File: src/rtl/cbus_arbiter.sv
// cbus_arbiter: burst-holding round-robin or fixed-priority arbiter from several masters onto one cache bus
typedef struct packed {
  logic        valid;
  logic        is_write;
  logic [2:0]  size;
  logic [31:0] addr;
  logic [3:0]  strobe;
  logic [31:0] data;
  logic [7:0]  len;
} cbus_req_t;

typedef struct packed {
  logic        ready;
  logic        last;
  logic [31:0] data;
} cbus_resp_t;

module cbus_arbiter #(
  parameter int NUM_MASTERS = 2,
  parameter bit ROUND_ROBIN = 1'b1
) (
  input  logic       clk,
  input  logic       resetn,
  input  cbus_req_t  ireqs  [NUM_MASTERS],
  output cbus_resp_t iresps [NUM_MASTERS],
  output cbus_req_t  oreq,
  input  cbus_resp_t oresp
);
  localparam int SW = $clog2(NUM_MASTERS);
  typedef enum logic {IDLE, BUSY} state_t;
  state_t        r_state, w_next_state;
  logic [SW-1:0] r_sel, r_rr, w_next_sel, w_next_rr, w_base, w_win;
  logic          w_any, w_done;
  function automatic logic [SW-1:0] wrap_add(input logic [SW-1:0] base, input int k);
    int t;
    t = int'(base) + k;
    return SW'(t >= NUM_MASTERS ? t - NUM_MASTERS : t);
  endfunction
  always_comb begin
    w_base = ROUND_ROBIN ? r_rr : '0;
    w_any  = 1'b0;
    w_win  = '0;
    for (int k = NUM_MASTERS - 1; k >= 0; k--) begin
      if (ireqs[wrap_add(w_base, k)].valid) begin
        w_any = 1'b1;
        w_win = wrap_add(w_base, k);
      end
    end
  end
  assign w_done = (r_state == BUSY) && oresp.ready && oresp.last;
  always_comb begin
    w_next_state = (r_state == IDLE) ? (w_any ? BUSY : IDLE) : (w_done ? IDLE : BUSY);
    w_next_sel   = (r_state == IDLE && w_any) ? w_win : r_sel;
    w_next_rr    = (ROUND_ROBIN && w_done) ? wrap_add(r_sel, 1) : r_rr;
    oreq         = '0;
    for (int j = 0; j < NUM_MASTERS; j++) iresps[j] = '0;
    if (r_state == BUSY) begin
      oreq          = ireqs[r_sel];
      iresps[r_sel] = oresp;
    end
  end
  always_ff @(posedge clk or negedge resetn) begin
    if (!resetn) begin
      r_state <= IDLE;
      r_sel   <= '0;
      r_rr    <= '0;
    end else begin
      r_state <= w_next_state;
      r_sel   <= w_next_sel;
      r_rr    <= w_next_rr;
    end
  end
endmodule

File: config.mk
export PLATFORM = sky130hd
export DESIGN_NAME = cbus_arbiter
export DESIGN_NICKNAME = d
export VERILOG_FILES = /design/src/rtl/cbus_arbiter.sv
export SDC_FILE = /design/constraint.sdc
export NUM_CORES = 1
export LEC_CHECK = 0
export CORE_AREA = 2 2 134 136
export CTS_CLUSTER_DIAMETER = 200
export DETAILED_ROUTE_END_ITERATION = 6
export DIE_AREA = 0 0 136 138
export PLACE_DENSITY = 0.61
export SKIP_LAST_GASP = 1
export SYNTH_ARGS = -nofsm -noshare
export SYNTH_HDL_FRONTEND = slang
export SYNTH_SLANG_ARGS = --single-unit
File: constraint.sdc
create_clock -name clk -period 3.3 [get_ports clk]
set_input_delay 0.495 -clock clk [delete_from_list [all_inputs] [get_ports clk]]
set_output_delay 0.495 -clock clk [all_outputs]
set_load 0.005 [all_outputs]
# After elaboration in Yosys (flattened, before gate mapping)
# Index checks and enable logic that the tools add are counted.
# word_totals
regBits,3
inputBits,198
out_inout_bits,149
wordCells,47
# op_classes
n_addsub,5
order_cmp,7
muxes,23
bitwise,5
n_reduce_logical,4
# op_table
cell,n
$mux W81,10
$and A68 B68 Y68,1
$mux W68,1
$demux W34 S1,1
$mux W34,1
$ge A2 B2 Y1 const B,5
$mux W1,10
$not A1 Y2,3
$add A1 B1 Y2 const B,2
$logic_and A1 B1 Y1,4
$sub A1 B1 Y1 const B,3
$ge A1 B2 Y1 const B,1
$lt A2 B1 Y1 const B,1
$not A1 Y1,1

# Logic depth before layout (Yosys ltp)
# logic_depth
word_depth,11
ltp_mapped,4
ltp_nobuf,2

# Worst setup path before layout
# Ideal clock, no wire load.
# synth_path
kind,reg2out
startpoint,register r_sel
endpoint,output port iresps[34] (netlist name)
t_arrival_ns,0.963
t_required_ns,2.805
slack_ns,1.842
stages_incl_launch_ff,5
path_buffers,2
path_cell_list,dfrtp_1 buf_6 nor2b_4 clkbuf_2 and2_1
# synth_rtl
element,line_no,text
start: declaration,32,"logic [SW-1:0] r_sel, r_rr, w_next_sel, w_next_rr, w_base, w_win;"
start signal: assignment,69,r_sel <= w_next_sel;
end: declaration,25,"output cbus_resp_t iresps [NUM_MASTERS],"

==> flow_metrics.py <==
metrics = {
    "floorplan": {
        "die_y_um": 138,
        "initial_core_util_pct": 12.2,
        "fp.dieW_um": 136,
        "coreArea_um2": 17500,
        "row_count": 49,
        "io_pins": 347,
        "dieArea_um2": 18800,
    },
    "setup_path": {
        "crit_required_ns": 2.80,
        "cp_max_fo": 55,
        "worst_setup_path_start_kind": "flop",
        "timing_worst_setup_path_type": "reg -> out",
        "worstPathArrival_ns": 2.12,
        "worst_setup_path_end_kind": "output port",
    },
    "synth": {
        "synth_cell_types": 17,
        "synth_edf_count": 0,
        "synth_area_leader_cell": "mux2i_1",
        "syn-instance-count": 271,
        "yosysTopAreaCellShare_pct": 38.4,
        "ys_seq_area_share_pct": 3.51,
        "ys_warn_count": 0,
        "ys_ff_latch": 3,
        "synth.area.top_cells": "mux2i_1 38%, nor2b_1 24%, and2_1 9.9%, and3_1 9.9%, buf_8 4.9%",
        "ys.flop_type": "dfrtp_1",
        "async_flop_share_pct": 100,
        "synthesis.area_um2": 2140,
        "synth_common_cells": "83 x nor2b_1, 82 x mux2i_1, 34 x and2_1, 34 x and3_1, 11 x clkbuf_1",
        "synth.most_common_cell": "nor2b_1",
        "synth_nets": 469,
        "syn_avg_cell_area_um2": 7.89,
    },
    "worst_hold_path": {
        "hold_path.class": "in -> async",
    },
    "final_layout": {
        "fin_util_pct": 33.0,
        "design_area_um2": 5780,
        "syn2layout_area_growth_pct": 170,
        "diodes": 0,
        "nets": 795,
        "drive_gt1_share_pct": 1.85,
    },
    "job": {
        "cap_violations": 0,
    },
    "sta": {
        "hold_viol_final": 0,
        "setup_tns_ns": 0,
        "period_minus_slack_ns": 2.61,
        "worst_hold_slack_ns": 0.465,
        "slew_headroom_pct": 59.7,
        "setup-violations-final": 0,
        "fin_skew_ns": 0.000432,
        "slew_viol_final": 0,
        "rsz0062_at_grt": "false",
        "max_freq_mhz": 383,
        "fin_crit_sh_pct": 79.1,
        "tightest_slew_ns": 0.603,
    },
    "clock_tree": {
        "clockBufferDepth": 2,
        "ctsResizeCount": 0,
        "cts_sinks": 3,
        "htreeDepth": 1,
        "clk_pin_slew_worst_paths_ns": 0.03,
        "cts_tree": "yes",
        "postCtsHoldBufs": 0,
        "cts_buffers": 3,
        "worstSkewPairLatency_ns": 0.22,
        "postCtsSetupBuffers": 0,
        "cts_root_buf": "clkbuf_16",
    },
    "drt": {
        "routed_wl_um": 11000,
        "dr.pass1.iters": 4,
        "drt-initial-drc-count": 80,
        "wl_per_cell_um": 13.4,
        "num_vias": 3075,
        "drcViolationCount": 0,
        "vias_per_cell": 3.73,
        "ant_nets": 0,
    },
    "placed_design": {
        "dp_hpwl_um": 8950,
        "portBuffers": 346,
        "dpl_cell_area_um2": 5700,
        "gp_congestion": 0.821,
    },
    "global_route": {
        "antenna_found_initial": 0,
        "grt_pass1_vias": 2873,
        "grt_pass1_wl_um": 16000,
        "grt_usage_pct": 10.6,
        "overflow": 0,
        "grt_max_degree": 120,
    },
    "outcome": {
        "status": "finished clean",
    },
    "pwr": {
        "peakVddDrop_uv": 218,
        "finalPower_mw": 1.89,
        "leakagePower_nw": 2.41,
        "power_density_nw_per_um2": 326,
    },
}
## per-stage QoR
step,instances,setup slack [ns]
6_report,825,0.689
3_3_place_gp,821,0.888
4_1_cts,825,0.650
5_1_grt,825,0.562
3_5_place_dp,821,0.882
2_1_floorplan,271,1.84
## per-layer routing
layer  vias up  part of all wire [%]  global-route usage [%]
li1       1565                     -                       -
met1      1320                    38                    12.1
met2       178                    50                    19.5
met3        12                    11                    2.53
met4         0                   1.4                    2.36
met5         -                     0                       0
## cells in the final DEF (no fill, tap or decap)
cell,n
clkdlybuf4s50_1,346
nor2b_1,83
mux2i_1,82
and2_1,34
and3_1,34
clkbuf_16,3
buf_12,2
buf_4,2
nor2b_4,1
nand3_1,1
o31a_1,1
inv_1,1
nand2_1,1
a2bb2oi_2,1
clkbuf_1,1
dfrtp_1,1
dfrtp_4,1
dfrtp_2,1
## power breakdown
part	switching (mW)	internal, mW	total (mW)
clock	0.0300	0.159	0.189
sequential	0.0386	0.0496	0.0881
combinational	0.549	1.06	1.61
total	0.617	1.27	1.89
## state kept, by name, indices dropped and copies added, names as in the netlist
name and flops:
r_rr 1, r_sel 1, r_state 1
## worst max-delay path: stages (launching register included)
cell             delay (ns)
dfrtp_4                0.63
buf_12                 0.36
mux2i_1                0.32
nor2b_1                0.08
clkdlybuf4s50_1        0.44
## cell type report
type	instances	area, µm²
multi-input combinational	238	1810
sequential	3	80.1
fill	1876	11800
tap	229	287
inverter	1	3.75
timing repair buffer	350	3520
clock buffer	4	78.8
## worst paths after layout
kind	cells past startpoint	slack, ns	from	end
worst max-delay path	4	0.69	r_sel	oreq[40]
worst min-delay path	1	0.47	resetn	r_sel
worst max register to register	2	2.09	r_sel	r_rr
worst min register to register	2	0.53	r_rr	r_rr
max in group asynchronous	1	2.67	resetn	r_sel
min in group clk	2	0.53	r_rr	r_rr
## kinds of logic after synthesis
group	after synthesis	share of synthesized area [%]
compound gates	2	1.11
simple gates	154	45.2
mux	82	38.4
buf+inv	30	11.8
flops	3	3.51
No activity file was read; power rests on OpenSTA's default activity.
